File: src/rtl/freq_div_scheduler.sv
// ============================================================================
// Module      : freq_div_scheduler
// Description : Shares one iterative divider between two result channels of
//               the frequency counter. Requests are arbitrated round-robin,
//               the winner's operands are latched and handed to the divider
//               with a one-cycle start pulse, and the divider result returns
//               to the winning channel as a one-cycle response. A zero
//               divisor is trapped locally and never reaches the divider.
//
// Ports       : clk, rst_n             single clock, synchronous active-low reset
//               reqN_valid/num/den     channel N operand pair (N = 0, 1)
//               reqN_ready             channel N accepted this cycle (comb.)
//               rspN_valid             one-cycle result pulse for channel N
//               rspN_quo/rem/err       channel N result, held until the next
//                                      response to the same channel
//               div_start/num/den      start pulse and latched operands
//               div_quo/rem/done       divider result and completion pulse
//
// Options     : DIV_TIMEOUT_EN         when defined, a WAIT-state watchdog
//                                      ends the operation with err=1,
//                                      quo=0, rem=0 after TIMEOUT_CYCLES
//                                      WAIT cycles without div_done.
//
// Revision    : 1.0 - initial release
// ============================================================================
`default_nettype none

module freq_div_scheduler #(
  parameter int WIDTH          = 32,
  parameter int TIMEOUT_CYCLES = 64
) (
  input  logic             clk,
  input  logic             rst_n,

  input  logic             req0_valid,
  input  logic [WIDTH-1:0] req0_num,
  input  logic [WIDTH-1:0] req0_den,
  output logic             req0_ready,
  output logic             rsp0_valid,
  output logic [WIDTH-1:0] rsp0_quo,
  output logic [WIDTH-1:0] rsp0_rem,
  output logic             rsp0_err,

  input  logic             req1_valid,
  input  logic [WIDTH-1:0] req1_num,
  input  logic [WIDTH-1:0] req1_den,
  output logic             req1_ready,
  output logic             rsp1_valid,
  output logic [WIDTH-1:0] rsp1_quo,
  output logic [WIDTH-1:0] rsp1_rem,
  output logic             rsp1_err,

  output logic             div_start,
  output logic [WIDTH-1:0] div_num,
  output logic [WIDTH-1:0] div_den,
  input  logic [WIDTH-1:0] div_quo,
  input  logic [WIDTH-1:0] div_rem,
  input  logic             div_done
);

  typedef enum logic [1:0] {
    IDLE  = 2'd0,
    ISSUE = 2'd1,
    WAIT  = 2'd2,
    RESP  = 2'd3
  } state_t;

  state_t           state_q, state_d;
  logic             rr_q, rr_d;        // channel favoured when both request
  logic             owner_q, owner_d;  // channel of the outstanding operation
  logic [WIDTH-1:0] num_q, num_d;
  logic [WIDTH-1:0] den_q, den_d;

  logic [WIDTH-1:0] rsp0_quo_q, rsp0_quo_d;
  logic [WIDTH-1:0] rsp0_rem_q, rsp0_rem_d;
  logic             rsp0_err_q, rsp0_err_d;
  logic [WIDTH-1:0] rsp1_quo_q, rsp1_quo_d;
  logic [WIDTH-1:0] rsp1_rem_q, rsp1_rem_d;
  logic             rsp1_err_q, rsp1_err_d;

  // Arbitration
  logic             any_valid;
  logic             winner;
  logic             accept;
  logic [WIDTH-1:0] acc_num;
  logic [WIDTH-1:0] acc_den;

  // Result load strobe: asserted on the cycle before RESP so the selected
  // channel's result registers are already valid during the response pulse.
  logic             load;
  logic             load_ch;
  logic [WIDTH-1:0] load_quo;
  logic [WIDTH-1:0] load_rem;
  logic             load_err;

`ifdef DIV_TIMEOUT_EN
  localparam int TMO_W = $clog2(TIMEOUT_CYCLES + 1);
  logic [TMO_W-1:0] tmo_q, tmo_d;
`endif

  always_comb begin
    any_valid = req0_valid | req1_valid;
    if (req0_valid && req1_valid) begin
      winner = rr_q;
    end else if (req1_valid) begin
      winner = 1'b1;
    end else begin
      winner = 1'b0;
    end
    accept  = (state_q == IDLE) && any_valid;
    acc_num = winner ? req1_num : req0_num;
    acc_den = winner ? req1_den : req0_den;
  end

  assign req0_ready = accept && !winner;
  assign req1_ready = accept &&  winner;

  // Next-state and datapath
  always_comb begin
    state_d  = state_q;
    rr_d     = rr_q;
    owner_d  = owner_q;
    num_d    = num_q;
    den_d    = den_q;
    load     = 1'b0;
    load_ch  = owner_q;
    load_quo = '0;
    load_rem = '0;
    load_err = 1'b0;
`ifdef DIV_TIMEOUT_EN
    tmo_d    = tmo_q;
`endif

    case (state_q)
      IDLE: begin
        if (accept) begin
          owner_d = winner;
          if (acc_den == '0) begin
            // Divide-by-zero: answer directly, leave the divider operands alone.
            state_d  = RESP;
            load     = 1'b1;
            load_ch  = winner;
            load_quo = '1;
            load_rem = acc_num;
            load_err = 1'b1;
          end else begin
            num_d   = acc_num;
            den_d   = acc_den;
            state_d = ISSUE;
          end
        end
      end

      ISSUE: begin
        state_d = WAIT;
`ifdef DIV_TIMEOUT_EN
        tmo_d   = '0;
`endif
      end

      WAIT: begin
        if (div_done) begin
          state_d  = RESP;
          load     = 1'b1;
          load_quo = div_quo;
          load_rem = div_rem;
          load_err = 1'b0;
        end
`ifdef DIV_TIMEOUT_EN
        // The count is the number of completed WAIT cycles; the cycle in
        // which it equals TIMEOUT_CYCLES-1 is the last one allowed.
        else if (tmo_q == TMO_W'(TIMEOUT_CYCLES - 1)) begin
          state_d  = RESP;
          load     = 1'b1;
          load_quo = '0;
          load_rem = '0;
          load_err = 1'b1;
        end else begin
          tmo_d = tmo_q + 1'b1;
        end
`endif
      end

      RESP: begin
        rr_d    = ~owner_q;
        state_d = IDLE;
      end

      default: begin
        state_d = IDLE;
      end
    endcase

    rsp0_quo_d = rsp0_quo_q;
    rsp0_rem_d = rsp0_rem_q;
    rsp0_err_d = rsp0_err_q;
    rsp1_quo_d = rsp1_quo_q;
    rsp1_rem_d = rsp1_rem_q;
    rsp1_err_d = rsp1_err_q;
    if (load && !load_ch) begin
      rsp0_quo_d = load_quo;
      rsp0_rem_d = load_rem;
      rsp0_err_d = load_err;
    end
    if (load && load_ch) begin
      rsp1_quo_d = load_quo;
      rsp1_rem_d = load_rem;
      rsp1_err_d = load_err;
    end
  end

  always_ff @(posedge clk) begin
    if (!rst_n) begin
      state_q    <= IDLE;
      rr_q       <= 1'b0;
      owner_q    <= 1'b0;
      num_q      <= '0;
      den_q      <= '0;
      rsp0_quo_q <= '0;
      rsp0_rem_q <= '0;
      rsp0_err_q <= 1'b0;
      rsp1_quo_q <= '0;
      rsp1_rem_q <= '0;
      rsp1_err_q <= 1'b0;
    end else begin
      state_q    <= state_d;
      rr_q       <= rr_d;
      owner_q    <= owner_d;
      num_q      <= num_d;
      den_q      <= den_d;
      rsp0_quo_q <= rsp0_quo_d;
      rsp0_rem_q <= rsp0_rem_d;
      rsp0_err_q <= rsp0_err_d;
      rsp1_quo_q <= rsp1_quo_d;
      rsp1_rem_q <= rsp1_rem_d;
      rsp1_err_q <= rsp1_err_d;
    end
  end

`ifdef DIV_TIMEOUT_EN
  always_ff @(posedge clk) begin
    if (!rst_n) begin
      tmo_q <= '0;
    end else begin
      tmo_q <= tmo_d;
    end
  end
`endif

  // Outputs
  assign div_start  = (state_q == ISSUE);
  assign div_num    = num_q;
  assign div_den    = den_q;

  assign rsp0_valid = (state_q == RESP) && !owner_q;
  assign rsp1_valid = (state_q == RESP) &&  owner_q;
  assign rsp0_quo   = rsp0_quo_q;
  assign rsp0_rem   = rsp0_rem_q;
  assign rsp0_err   = rsp0_err_q;
  assign rsp1_quo   = rsp1_quo_q;
  assign rsp1_rem   = rsp1_rem_q;
  assign rsp1_err   = rsp1_err_q;

endmodule

`default_nettype wire

File: config.mk
export PLATFORM = sky130hd
export DESIGN_NAME = freq_div_scheduler
export DESIGN_NICKNAME = d
export VERILOG_FILES = /design/src/rtl/freq_div_scheduler.sv
export SDC_FILE = /design/constraint.sdc
export NUM_CORES = 1
export LEC_CHECK = 0
export CAP_MARGIN = 10
export CORE_MARGIN = 2
export CORE_UTILIZATION = 40
export DETAILED_ROUTE_END_ITERATION = 16
export GPL_TIMING_DRIVEN = 0
export PLACE_DENSITY = 0.77
export SYNTH_ARGS = -nofsm -noshare
export SYNTH_HDL_FRONTEND = slang
export SYNTH_SLANG_ARGS = --single-unit
File: constraint.sdc
create_clock -name clk -period 6.5 [get_ports clk]
set_input_delay 1.95 -clock clk [delete_from_list [all_inputs] [get_ports clk]]
set_output_delay 1.95 -clock clk [all_outputs]
set_load 0.05 [all_outputs]
# After elaboration in Yosys (flattened, before gate mapping)
# Cells that the tools add are included.
# totals
reg_bits	198
output_inout_bits	199
inputBits	197
elab_cells	59
# op_classes
n_reduce_logical	16
mux	24
bitwise_logic	3
n_eq_ne	5
# op_table
op	n
32-bit two-way mux	8
32-bit case mux with 2 select lines	2
32-bit zero test	1
1-bit two-way mux	9
1-bit logical AND	8
2-bit case mux with 4 select lines	1
2-bit two-way mux	3
2-bit equality test (second input constant)	2
2-bit != test (second input constant)	2
2-bit AND reduction	2
1-bit zero test	3
3-bit AND reduction	1
2-bit by 1-bit equality test with 1-bit output (second input constant)	1
2-bit zero test	1
1-bit NOT	2
1-bit case mux with 2 select lines	1
1-bit OR	1

# Longest topological paths before layout
# depth
depth_word	9
ltp_mapped	9
ltp_nobuf	7

# Worst setup path before layout
# No wires, ideal clock.
# synth_timing
path_type	input port to output port
startpoint	input port req0_valid
endpoint	output port req1_ready
n_path_buf	3
arrival_ps	3288
path_slack_ps	1262
path_stages	6
required_ps	4550
path_cell_list	inv_1 > o21ai_2 > buf_6 > buf_6 > buf_2 > nor2_1
# synth_between
elab_chain_len	3
elab_cells_between_ends	5
cone_classes	mux: 1; bitwise: 1; reduce/logical: 3
# synth_lines
item	line_no	source
start, declared	35	input logic req0_valid,
1-bit OR / 1-bit logical AND (equally long branches)	102, 103	
1-bit logical AND / 1-bit two-way mux (equally long branches)	110, 103	
1-bit logical AND *	116	assign req1_ready = accept && winner;
end, declared	47	output logic req1_ready,
# Mark *: on every way between the ends. The rest lies on a longest branch, timed or not.

# Worst setup path after layout
# Same ends and word-level chain as after synthesis.

==> results.md <==
* I/O pins at 396
* R2R depth at 8
* First-pass GRT wire length at 49710 um
* Iteration-0 DRC count of the detailed router at 445
* CP max FO at 10
* Yosys top cell by area: dfxtp_1
* Critical Path Source: req0_valid
* Cts repair resizes at 1
* Chip width at 153.6 um
* Skew-Pair Late Insertion Delay at 0.44 ns
* Sw frac at 38.18%
* DR vias/cell at 5.346
* TritonCTS clock tree: built
* Final Hold Fails at 0
* Clock Skews at 0.01310 ns
* FP Rows at 54
* Antenna violations before repair at 0
* Worst Path Required at 4.55 ns
* Logic pwr share at 37.5%
* Synth Cell Area at 8956 sq um
* Max cap viols at 0
* Synth warnings at 0
* Clk buf depth at 2
* Status: finished clean
* Synth top cells by count: dfxtp_1 (198), mux2i_1 (161), nand2_1 (102)
* Net Sw Power at 0.001519 W
* Drc violations at 0
* Crit. End Element: primary output
* First-pass detailed-route iteration total at 5
* Tightest Pin Transition at 0.7392 ns
* Prevailing post-synth register cell: dfxtp_1
* Min setup slack post-route at 0.3088 ns
* Synthesized area per cell at 10.02 sq um
* F_max at 0.1615 GHz
* Avg WL per Cell at 20.10 um
* #FFs+latches synth at 198
* Setup bufs post-CTS at 0
* Total global routing overflow at 0
* H-Tree Depth at 4
* Setup TNS at 0 ns
* CTS Sinks at 198
* Area Growth Syn to Fin at 54.51%
* Sequential share of the synthesized area at 44.26%
* Slew HR at 50.72%
* Slew Viols, Final at 0
* Number of synthesized flops with an enable pin at 0
* Power per Cell Area at 287.6 nW/um^2
* HP Start: rsp1_rem[1]$_SDFFE_PN0P_
* Root Driver: clkbuf_16
* Largest net degree at the start of global routing at 19
* Count leader, synth: dfxtp_1
* Data arrival time of the worst path at 4.24 ns
* CP endpoint: req1_ready
* P_leak at 5.853 nW
* Final GP Congestion at 0.9435
* Yosys cell types at 39
* Reg-to-reg slack, setup at 3.88 ns
* Nets at 1509
* Hold_buf cts at 0
* Synth top area share at 44.26%
* Worst min-delay path class: flop to flop
* Fillers at 1900
* Cells after Synth at 894
* Layout cells sized above 1 at 10.38%
* Async SR Flop Fraction at 0%
* DPL Wire Length at 24970 um
* Vias in the first global route at 8662
* Seq pwr share at 35.8%
* # setup viols final at 0
* Syn nets at 1095
* Startpoint Class: input port
* Starting Density at 40.91%
* Port Buffers at 395
* Core area at 21890 sq um
* Vias at 8554
* FF-to-FF Start: state_q[0]$_SDFFE_PN0P_
* Design Power at 0.003980 W
* Critical R2R Capture: div_den[22]$_SDFFE_PN0P_
* Ant. Diodes at 0
* Final core occ at 63.21%
* GR Util All Layers at 26.53%
* WL final at 32150 um
* Reg clk slew, reported paths at 0.07 ns
* Tcrit/Tclk final at 95.25%
* Min Tclk post-route at 6.191 ns
* Crit Path Class: input port to primary output
* Peak supply drop at 184.7 uV
* Dominant cells by area after synthesis: dfxtp_1 (44%), mux2i_1 (18%), nand2_1 (4.3%), a211oi_2 (4.2%), mux2_2 (3.9%)
* Die Area at 23600 sq um
* Int Power at 0.002461 W
* Die height at 153.6 um
* Placed cell area at 13260 sq um
* Finished Cell Area at 13840 sq um
* Clock power share at 26.7%
* Post-DRT Antenna Nets at 0
* Post-place setup slack at -0.006241 ns
* RSZ-0062 raised after global routing: no
* Num CTS Buffers at 17
==> final cells by class <==
type                       count  area, sq um  share of cell area [%]
buffer                        82        490.5                   3.544
clock buffer                  19        442.9                   3.201
clock inverter                12        136.4                  0.9855
inverter                       6        22.52                  0.1627
multi-input combinational    608         4479                   32.37
sequential                   198         3964                   28.64
tap                          280        350.3                   2.532
timing repair buffer         395         3953                   28.56
==> worst max-delay path: stages <==
cell and delay [ns]:
clkdlybuf4s50_1 0.50, inv_1 0.06, o21ai_2 0.38, buf_6 0.25, buf_6 0.19, buf_2 0.33, nor2_1 0.11, dlygate4sd2_1 0.45
==> sequential cells by signal, indices dropped and copies added, names as in the netlist <==
| name | flops |
|---|---|
| div_den | 32 |
| div_num | 32 |
| owner_q | 1 |
| rr_q | 1 |
| rsp0_err | 1 |
| rsp0_quo | 32 |
| rsp0_rem | 32 |
| rsp1_err | 1 |
| rsp1_quo | 32 |
| rsp1_rem | 32 |
| state_q | 2 |
==> layout by cell type (no fill, tap or decap), types with 2 or more instances in the layout <==
master	n
a211oi_1	3
a211oi_2	30
a21boi_0	2
a21oi_1	67
a21oi_4	2
a22oi_1	31
and2_1	3
and3_1	3
buf_12	6
buf_2	17
buf_4	7
buf_6	5
clkbuf_1	48
clkbuf_16	17
clkdlybuf4s50_1	394
clkinv_4	5
dfxtp_1	198
ha_1	4
inv_1	6
inv_6	2
inv_8	4
mux2_2	31
mux2i_1	161
nand2_1	102
nand2_2	2
nand4_1	2
nor2_1	5
nor2b_1	3
nor3_1	31
nor3b_1	31
nor4_1	14
o21a_1	5
o21ai_0	61
o21ai_1	4
o21ai_2	2
==> layer usage <==
metal / wire, um / track usage, % / part of all wire (%) / up-vias
li1: - / - / - / 4059
met1: 13110 / 31.91 / 41 / 4109
met2: 15570 / 45.63 / 48 / 339
met3: 2604 / 7.807 / 8.1 / 47
met4: 867 / 8.432 / 2.7 / 0
met5: 0 / 0 / 0 / -
==> through the flow <==
step / std cells / hold slack, ns
detailed placement: 1569 / 0.4513
floorplan: 894 / 0.5479
finish: 1600 / 0.4584
global placement: 1569 / 0.4455
global route: 1600 / 0.4748
CTS: 1600 / 0.4612
==> kinds of logic after synthesis <==
| group | synth area share [%] |
|---|---|
| flip-flops | 44.26 |
| AO/OA/AOI/OAI | 16.15 |
| buffers and inverters | 5.728 |
| AND/OR/NAND/NOR | 11.26 |
| adder cells (fa/ha/maj) | 0.5588 |
| multiplexers | 22.05 |
==> worst min path at each step <==
stage / slack [ns] / cells past startpoint / endpoint
floorplan: 0.55 / 2 / state_q[1]$_SDFFE_PN0P_
global placement: 0.45 / 2 / rsp0_rem[7]$_SDFFE_PN0P_
detailed placement: 0.45 / 2 / rsp1_rem[6]$_SDFFE_PN0P_
CTS: 0.46 / 2 / rsp1_rem[6]$_SDFFE_PN0P_
global route: 0.47 / 2 / rsp1_rem[6]$_SDFFE_PN0P_
finish: 0.46 / 2 / rsp1_rem[1]$_SDFFE_PN0P_
==> power by group through the flow <==
stage / registers [W] / clock network (W) / logic (W)
floorplan: 0.00187 / 0 / 0.000523
global placement: 0.00144 / 0 / 0.00148
detailed placement: 0.00145 / 0 / 0.00149
CTS: 0.00142 / 0.00107 / 0.00150
global route: 0.00144 / 0.00112 / 0.00157
finish: 0.00142 / 0.00106 / 0.00149
Power figures use the tool's default switching activity.
